## src/rtl/regfile_wb_arbiter.sv

```systemverilog
// ---------------------------------------------------------------------------
// regfile_wb_arbiter
//
// Purpose:
//   Arbitrates between an ALU writeback port and a load (MEM) writeback port
//   for a single register-file write port. The arbiter alternates priority
//   after every grant. It also keeps a pending-write scoreboard (busy),
//   which decode uses for hazard checks, and a counter of committed writes.
//
// Ports:
//   clk, rst                     clock, asynchronous active-high reset
//   alu_valid/addr/data, ready   ALU writeback request and accept
//   mem_valid/addr/data, ready   load writeback request and accept
//   rf_we/rf_waddr/rf_wdata      registered register-file write port
//   alloc_en/alloc_addr          issue stage marks a destination pending
//   raddr1/raddr2                decode source registers
//   hazard1/hazard2              busy bit of raddr1/raddr2 (combinational)
//   busy                         pending-write scoreboard
//   commit_cnt                   number of committed register writes
//
// Parameter:
//   ZERO_REG_WRITABLE  0: register 0 is hardwired. Writes to it are
//                      consumed without effect and it is never marked busy.
// ---------------------------------------------------------------------------
module regfile_wb_arbiter #(
  parameter bit ZERO_REG_WRITABLE = 1'b0
) (
  input  logic        clk,
  input  logic        rst,
  input  logic        alu_valid,
  input  logic [4:0]  alu_addr,
  input  logic [31:0] alu_data,
  output logic        alu_ready,
  input  logic        mem_valid,
  input  logic [4:0]  mem_addr,
  input  logic [31:0] mem_data,
  output logic        mem_ready,
  output logic        rf_we,
  output logic [4:0]  rf_waddr,
  output logic [31:0] rf_wdata,
  input  logic        alloc_en,
  input  logic [4:0]  alloc_addr,
  input  logic [4:0]  raddr1,
  input  logic [4:0]  raddr2,
  output logic        hazard1,
  output logic        hazard2,
  output logic [31:0] busy,
  output logic [15:0] commit_cnt
);

  typedef enum logic {
    PRI_ALU = 1'b0,
    PRI_MEM = 1'b1
  } pri_e;

  pri_e        pri_q, pri_d;
  logic        rf_we_q, rf_we_d;
  logic [4:0]  rf_waddr_q, rf_waddr_d;
  logic [31:0] rf_wdata_q, rf_wdata_d;
  logic [31:0] busy_q, busy_d;
  logic [15:0] commit_cnt_q, commit_cnt_d;

  logic        alu_grant;
  logic        mem_grant;
  logic        accept;
  logic [4:0]  acc_addr;
  logic [31:0] acc_data;
  logic        wr_effect;

  // Grant logic. A lone requester always wins. On contention the priority
  // state decides. Nothing is granted while reset is held.
  always_comb begin
    alu_grant = 1'b0;
    mem_grant = 1'b0;
    if (!rst) begin
      if (alu_valid && mem_valid) begin
        alu_grant = (pri_q == PRI_ALU);
        mem_grant = (pri_q == PRI_MEM);
      end else begin
        alu_grant = alu_valid;
        mem_grant = mem_valid;
      end
    end
  end

  assign alu_ready = alu_grant;
  assign mem_ready = mem_grant;

  assign accept   = alu_grant | mem_grant;
  assign acc_addr = mem_grant ? mem_addr : alu_addr;
  assign acc_data = mem_grant ? mem_data : alu_data;

  // A request to a hardwired r0 is still consumed (and still flips priority),
  // but it produces no register-file write and no commit.
  assign wr_effect = accept && (ZERO_REG_WRITABLE || (acc_addr != 5'd0));

  always_comb begin
    pri_d        = pri_q;
    rf_we_d      = wr_effect;
    rf_waddr_d   = rf_waddr_q;
    rf_wdata_d   = rf_wdata_q;
    commit_cnt_d = commit_cnt_q;
    if (alu_grant) begin
      pri_d = PRI_MEM;
    end else if (mem_grant) begin
      pri_d = PRI_ALU;
    end
    if (wr_effect) begin
      rf_waddr_d   = acc_addr;
      rf_wdata_d   = acc_data;
      commit_cnt_d = commit_cnt_q + 16'd1;
    end
  end

  // Per-register scoreboard update. An allocation on the same edge as a
  // writeback to the same register belongs to a newer instruction, so set
  // takes precedence over clear.
  generate
    for (genvar gi = 0; gi < 32; gi++) begin : g_busy
      localparam logic [4:0] IDX = 5'(gi);
      if ((gi == 0) && !ZERO_REG_WRITABLE) begin : g_zero
        assign busy_d[gi] = 1'b0;
      end else begin : g_reg
        assign busy_d[gi] = (alloc_en && (alloc_addr == IDX)) ? 1'b1 :
                            (accept   && (acc_addr   == IDX)) ? 1'b0 :
                            busy_q[gi];
      end
    end
  endgenerate

  always_ff @(posedge clk or posedge rst) begin
    if (rst) begin
      pri_q        <= PRI_ALU;
      rf_we_q      <= 1'b0;
      rf_waddr_q   <= 5'd0;
      rf_wdata_q   <= 32'd0;
      busy_q       <= 32'd0;
      commit_cnt_q <= 16'd0;
    end else begin
      pri_q        <= pri_d;
      rf_we_q      <= rf_we_d;
      rf_waddr_q   <= rf_waddr_d;
      rf_wdata_q   <= rf_wdata_d;
      busy_q       <= busy_d;
      commit_cnt_q <= commit_cnt_d;
    end
  end

  assign rf_we      = rf_we_q;
  assign rf_waddr   = rf_waddr_q;
  assign rf_wdata   = rf_wdata_q;
  assign busy       = busy_q;
  assign commit_cnt = commit_cnt_q;
  assign hazard1    = busy_q[raddr1];
  assign hazard2    = busy_q[raddr2];

endmodule
```

## config.mk

```make
export PLATFORM = sky130hd
export DESIGN_NAME = regfile_wb_arbiter
export DESIGN_NICKNAME = d
export VERILOG_FILES = /design/src/rtl/regfile_wb_arbiter.sv
export SDC_FILE = /design/constraint.sdc
export NUM_CORES = 1
export LEC_CHECK = 0
export ABC_AREA = 1
export BUFFER_PORTS_ARGS = -buffer_cell sky130_fd_sc_hd__clkbuf_2
export CAP_MARGIN = 20
export CORE_MARGIN = 3
export CORE_UTILIZATION = 45
export DETAILED_ROUTE_END_ITERATION = 16
export GPL_TIMING_DRIVEN = 0
export PLACE_DENSITY = 0.84
export SLEW_MARGIN = 10
export SYNTH_ARGS = -nofsm -noshare
export SYNTH_HDL_FRONTEND = slang
export SYNTH_SLANG_ARGS = --single-unit
```

## constraint.sdc

```tcl
create_clock -name clk -period 5 [get_ports clk]
set_input_delay 0.75 -clock clk [delete_from_list [all_inputs] [get_ports clk]]
set_output_delay 0.75 -clock clk [all_outputs]
set_load 0.05 [all_outputs]
```

==> results of run 1 <==
[synth_stat cells (all sizes together)]
| master | instances |
|---|---|
| nand2 | 391 |
| nand3 | 161 |
| dfrtp | 86 |
| nor2 | 53 |
| inv | 39 |
| buf | 26 |
| clkbuf | 14 |
| xor2 | 8 |
| o211ai | 6 |
| o21ai | 5 |
| xnor2 | 4 |
| nor3 | 2 |
| or2 | 2 |
| clkinv | 1 |
| conb | 1 |
| ha | 1 |
| nand4 | 1 |
[worst max path at each step]
stage                         start                    to  cells after the start  slack, ns
final                     raddr1[0]               hazard1                     11       1.95
after floorplan                 rst  busy[10]$_DFFE_PP0P_                      1       2.03
after global placement          rst  busy[14]$_DFFE_PP0P_                      2       0.91
after detailed placement  raddr1[0]               hazard1                     11       1.99
after global routing      raddr1[0]               hazard1                     11       1.79
after CTS                 raddr1[0]               hazard1                     11       2.00
[logic make-up after synthesis]
group / Yosys count / synth area share (%)
buffers and inverters: 80 / 7.51
AOI/OAI and AO/OA: 11 / 1.34
other: 1 / 0.0680
xor gates and xnor gates: 12 / 1.91
DFF: 86 / 39.0
and+or+nand+nor: 610 / 49.9
adders and majority gates: 1 / 0.227
[report_power, final]
part           total (mW)  switching (mW)  internal (mW)
registers           0.985           0.154          0.831
clock network       0.716           0.281          0.435
logic                1.13           0.852          0.280
[stage by stage]
step	hold slack, ns	instance area [sq um]	utilization [%]
5_1_grt	0.521	6930	59.1
3_5_place_dp	0.484	6620	56.5
2_1_floorplan	0.524	5520	-
6_report	0.506	6930	59.1
3_3_place_gp	0.472	6590	56.2
4_1_cts	0.509	6930	59.1
[sequential cells by signal, summed over array words and instances (netlist names)]
name	flops
rf_wdata	32
busy	31
commit_cnt	16
rf_waddr	5
pri_q	1
rf_we	1
[cells in the final DEF, fill, tap and decap left out, types with 6 or more instances in the layout]
master | synthesis | final
nand2_1 | 382 | 382
clkbuf_2 | 0 | 178
nand3_1 | 130 | 130
dfrtp_1 | 86 | 86
nor2_1 | 48 | 48
inv_1 | 37 | 36
nand3_2 | 31 | 31
clkbuf_1 | 14 | 14
buf_2 | 13 | 13
clkbuf_16 | 0 | 9
xor2_1 | 8 | 8
o211ai_1 | 6 | 6
[layer usage]
| metal | routed length [um] | vias to the layer above |
|---|---|---|
| li1 | - | 2922 |
| met3 | 1170 | 32 |
| met2 | 7940 | 240 |
| met1 | 6790 | 2758 |
| met5 | 0 | - |
| met4 | 391 | 0 |
[cell type report]
type	instances	area [sq um]	share of cell area, %
multi-input combinational	635	2950	42.6
sequential	86	2150	31.1
timing repair buffer	179	918	13.3
buffer	40	264	3.81
clock buffer	9	225	3.25
tap	143	179	2.58
inverter	40	153	2.20
clock inverter	6	86.3	1.25
==> flow_summary.toml, run 1 <==
[floorplanning]
die_x_um = 117
die_y_um = 117
floorplan.die_area_sq_um = 13600
rows = 39
core_area_sq_um = 11700
boundaryPins = 184
start_util_pct = 47.1

[placement]
gp_congestion = 0.969
io_buffers = 178
placed_cells = 1123
dp_hpwl_um = 12600
dp_slack_ns = 1.99

[setup_path]
r2r_cells = 11
slowest_delay_ns = 0.39
cp_common_cell = "nand2_1"
worst-path-buf-inv = 3
crit_fanout = 10
timing.rr.start = "pri_q$_DFFE_PP0P_"
crit_path_top_delay_cell = "clkbuf_1"
required_ns = 4.25
reg2reg_slack_ns = 3.11
path_cells = "clkbuf_1 > clkbuf_1 > nand2_1 > nand3_1 > nand3_1 > nand2_1 > nand2_1 > nand2_1 > nand2_1 > nand2_1 > clkbuf_2"
cp-start-kind = "primary input"
crit_type = "in -> out"
cp_top_family = "buffers and inverters"
critPathCaptureType = "primary output"
worstReg2RegEnd = "commit_cnt[5]$_DFFE_PP0P_"
cp.arrival_ns = 2.30

[route]
antenna_left = 0
vias_per_cell = 5.23
wirelength_um = 16300
dr.pass1.iters = 6
drtIter0Drc = 522
dr_total_vias = 5952
drc = 0
wl_per_cell_um = 14.3

[logic_synthesis]
synth_warnings = 0
synth_top_area_cell = "dfrtp_1"
synth.avg_cell_area_sq_um = 6.89
synth_seq_area_share_pct = 39.0
netlist.area_leader.share_pct = 39.0
syn_inst = 801
synth_area_sq_um = 5520
synth_seq_cells = 86
netlist_top_cells_area = "dfrtp_1 (39%), nand2_1 (26%), nand3_1 (12%)"
synth_nets = 896
synth_cell_type_count = 30

[clock_tree]
cts_tree = "built"
postCtsSetupBuffers = 0
clk_pin_slew_ns = 0.06
clkSinkCount = 86
htree_levels = 3
clock_path_buffers = 2
cts_buffers = 9
cts-root-buf = "clkbuf_16"
cts_resized = 0
cts-hold-fix-buffers = 0
worstSkewPairLatency_ns = 0.34

[sta]
skew_ns = 0.00301
slew_headroom_pct = 61.7
grt_setup_unrepaired = "false"
setup_violations = 0
layout_min_cycle_time_ns = 3.05
worst_pin_slew_ns = 0.572
worst_slack_ns = 1.95
finalHoldViolCount = 0
clock.fmax_mhz = 328
fin_tns_setup_ns = 0
slew_viol_final = 0
fin_crit_sh_pct = 60.9

[grt]
antenna_found_initial = 0
grt_pass1_wl_um = 27100
met2_usage_pct = 41.8
top_usage_layer = "met2"
use_met3_pct = 4.92
grt_max_degree = 46
grt_overflow = 0
use_met1_pct = 31.7
first_global_vias = 5706
grtUsageTotal_pct = 24.8

[finish]
drive_gt1_share_pct = 27.0
diodes = 0
synthToLayoutAreaGrowth_pct = 25.6
fin_nets = 1086
num-fill-cells = 1092
fin_cells = 1138

[hold_path]
hp-class = "in -> async"

[power_and_ir_drop]
power.leakage_nw = 3.89
finalPower_mw = 2.83
ir_worst_vdd_uv = 229
power.density_nw_per_um2 = 409

[run]
maxCapViolCount = 0

[outcome]
status = "complete, no violations"
Power figures use the tool's default switching activity.
==> inputs of run 2 (changes only) <==
--- a/config.mk
+++ b/config.mk
@@ -5,14 +5,14 @@
 export SDC_FILE = /design/constraint.sdc
 export NUM_CORES = 1
 export LEC_CHECK = 0
-export ABC_AREA = 1
+export ABC_AREA = 0
 export BUFFER_PORTS_ARGS = -buffer_cell sky130_fd_sc_hd__clkbuf_2
 export CAP_MARGIN = 20
 export CORE_MARGIN = 3
 export CORE_UTILIZATION = 45
 export DETAILED_ROUTE_END_ITERATION = 16
 export GPL_TIMING_DRIVEN = 0
-export PLACE_DENSITY = 0.84
+export PLACE_DENSITY = 0.88
 export SLEW_MARGIN = 10
 export SYNTH_ARGS = -nofsm -noshare
 export SYNTH_HDL_FRONTEND = slang
==> constraint.sdc (replaced) <==
create_clock -name clk -period 2.8 [get_ports clk]
set_input_delay 0.42 -clock clk [delete_from_list [all_inputs] [get_ports clk]]
set_output_delay 0.42 -clock clk [all_outputs]
set_load 0.05 [all_outputs]
==> run 2 against run 1 <==
Effect of this change: worst setup slack worse by 1.8 ns; final cell count down 27%; worst hold slack worse by 0.17 ns; clock skew up 0.0014 ns; sequential share of layout area up 3.8 points; register-to-register slack worse by 2.3 ns; critical path depth down 4; sequential cell count unchanged; synthesized cell count down 38%; critical endpoint is now mem_ready; largest power group unchanged.
==> flow_summary.toml, run 2 <==
[setup_path]
crit_path_top_delay_cell = "dlygate4sd3_1"
reg2reg_slack_ns = 0.80
critPathCaptureType = "primary output"
r2r_cells = 6
crit_fanout = 10
cp-start-kind = "primary input"
cp_common_cell = "clkbuf_2"
path_cells = "dlygate4sd3_1 > buf_6 > nor2b_1 > nand2_1 > clkbuf_2 > inv_1 > clkbuf_2"
slowest_delay_ns = 0.57
cp_top_family = "buffers and inverters"
timing.rr.start = "pri_q$_DFFE_PP0P_"
cp.arrival_ns = 2.24
worst-path-buf-inv = 5
required_ns = 2.38
worstReg2RegEnd = "commit_cnt[1]$_DFFE_PP0P_"
crit_type = "in -> out"

[route]
antenna_left = 0
dr.pass1.iters = 5
wl_per_cell_um = 17.6
wirelength_um = 14700
dr_total_vias = 4718
vias_per_cell = 5.66
drtIter0Drc = 296
drc = 0

[clock_tree]
clock_path_buffers = 2
cts-root-buf = "clkbuf_8"
htree_levels = 3
cts_tree = "built"
clkSinkCount = 86
worstSkewPairLatency_ns = 0.36
postCtsSetupBuffers = 0
cts_buffers = 9
clk_pin_slew_ns = 0.08

[placement]
dp_slack_ns = 0.390
dp_hpwl_um = 11600
gp_congestion = 0.889
io_buffers = 179

[logic_synthesis]
async_flop_share_pct = 100
synth.avg_cell_area_sq_um = 9.60
yosysMostFrequentCell = "o21ai_0"
synth_nets = 594
synth_top_area_cell = "dfrtp_1"
netlist_top_cells_area = "dfrtp_1 (45%), mux2i_1 (14%), o21ai_0 (10%)"
netlist.area_leader.share_pct = 44.9
synth_ff_type = "dfrtp_1"
synth_edf_count = 0
synth_seq_area_share_pct = 44.9
synth_warnings = 0
syn_inst = 499
synth_area_sq_um = 4790
synth_cell_type_count = 46
synth_commonest_cells = "o21ai_0 (97), dfrtp_1 (86), mux2i_1 (69), nand2_1 (57), nor2_1 (27)"
synth_seq_cells = 86

[sta]
fin_crit_sh_pct = 94.8
clock.fmax_mhz = 377
slew_headroom_pct = 68.0
grt_setup_unrepaired = "false"
setup_violations = 0
fin_tns_setup_ns = 0
layout_min_cycle_time_ns = 2.66
finalHoldViolCount = 0
slew_viol_final = 0
skew_ns = 0.00438
hold_ws_ns = 0.338
worst_pin_slew_ns = 0.468
worst_slack_ns = 0.144

[finish]
fin_util_pct = 59.8
largest_register_ffs = 32
synthToLayoutAreaGrowth_pct = 28.9
drive_gt1_share_pct = 32.6
num-fill-cells = 903
fin_nets = 787
diodes = 0
final_cell_mix = "clkbuf_2 (180), o21ai_0 (97), dfrtp_1 (86), mux2i_1 (69), nand2_1 (57)"
final_common_cell = "clkbuf_2"

[floorplanning]
die_x_um = 109
floorplan.die_area_sq_um = 11900
boundaryPins = 184
start_util_pct = 46.4
rows = 37
die_y_um = 109
core_area_sq_um = 10300

[power_and_ir_drop]
finalPower_mw = 5.07
p_int_mw = 2.74
p_seq_share_pct = 36.2
power.density_nw_per_um2 = 821
switching_share_pct = 45.9
p_sw_mw = 2.32
clkPwrFrac_pct = 22.2
power_frac_comb_pct = 41.5
ir_worst_vdd_uv = 659
power.leakage_nw = 3.15

[grt]
antenna_found_initial = 0
grt_overflow = 0
grt_max_degree = 41
grt_pass1_wl_um = 22800
first_global_vias = 4528
grtUsageTotal_pct = 24.7

[outcome]
status = "complete, no violations"

[hold_path]
min_to = "rf_wdata[25]$_DFFE_PP0P_"
min_path_cells = 3
hp-class = "in -> reg"
hp-start = "mem_data[25]"

[run]
maxCapViolCount = 0
[run 2: changes by cell type after synthesis, sizes merged, moves of 9 or more]
| cell | delta |
|---|---|
| nand3 | -151 |
| nor2 | -26 |
| nand2b | +19 |
| nand2 | -334 |
| o21ai | +93 |
| mux2i | +69 |
| nor2b | +13 |
| inv | -28 |
| nor3 | +12 |
| buf | -9 |
[run 2: what timing repair did]
item | 4_1_cts | 5_1_grt
endpoints found under the hold margin | 8 | 0
resized for setup | 0 | 1
setup endpoints to repair | 0 | 1
hold buffers | 1 | 0
[run 2: power groups by stage]
stage | Sequential, mW | Combinational (mW) | Clock, mW
6_report | 1.83 | 2.11 | 1.13
4_1_cts | 1.83 | 2.12 | 1.15
5_1_grt | 1.88 | 2.23 | 1.21
3_3_place_gp | 1.83 | 2.06 | 0
3_5_place_dp | 1.85 | 2.11 | 0
2_1_floorplan | 2.76 | 0.567 | 0
[run 2: layout make-up]
| class | count | area, sq um | share of cell area, % |
|---|---|---|---|
| repair buffers | 182 | 946 | 15.3 |
| flip-flops and latches | 86 | 2150 | 34.9 |
| well taps | 136 | 170 | 2.76 |
| inverters | 11 | 45.0 | 0.730 |
| clock inverters | 6 | 134 | 2.17 |
| plain buffers | 23 | 131 | 2.13 |
| multi-input cells | 379 | 2460 | 39.9 |
| clock buffers | 10 | 128 | 2.07 |
[run 2: logic make-up (layout without fill, tap and decap cells)]
logic type,after synthesis,in the layout,share of synthesized area (%)
flops,86,86,44.9
compound gates,128,128,15.7
other cells,1,1,0.0783
buf+inv,34,232,3.58
mux,74,74,16.1
simple gates,160,160,16.6
xor+xnor,15,15,2.74
fa+ha+maj,1,1,0.261
[run 2: metal layers]
| layer | global-route usage (%) | up-vias | wire length, um |
|---|---|---|---|
| met5 | 0 | - | 0 |
| met4 | 10.6 | 0 | 458 |
| met3 | 4.80 | 36 | 1260 |
| met2 | 39.7 | 232 | 6950 |
| met1 | 32.5 | 2265 | 6000 |
| li1 | - | 2185 | - |
[run 2: worst reg2reg max path, stage by stage (launching register included)]
cell and delay [ns]:
dfrtp_1 0.41, nor2b_1 0.28, o31ai_2 0.13, a31oi_2 0.37
buf_6 0.22, buf_6 0.15, mux2_1 0.33
[run 2: worst max path at each step]
stage              start                    to  depth (start not counted)
6_report             rst             mem_ready                          7
2_1_floorplan        rst  busy[12]$_DFFE_PP0P_                          6
3_5_place_dp   raddr1[2]               hazard1                          7
5_1_grt              rst             mem_ready                          7
4_1_cts              rst             mem_ready                          7
3_3_place_gp         rst  busy[12]$_DFFE_PP0P_                          6
[run 2: through the flow]
stage / cells / instance area (sq um)
6_report: 833 / 6170
5_1_grt: 833 / 6170
4_1_cts: 833 / 6170
3_5_place_dp: 816 / 5900
3_3_place_gp: 814 / 5860
2_1_floorplan: 499 / 4790
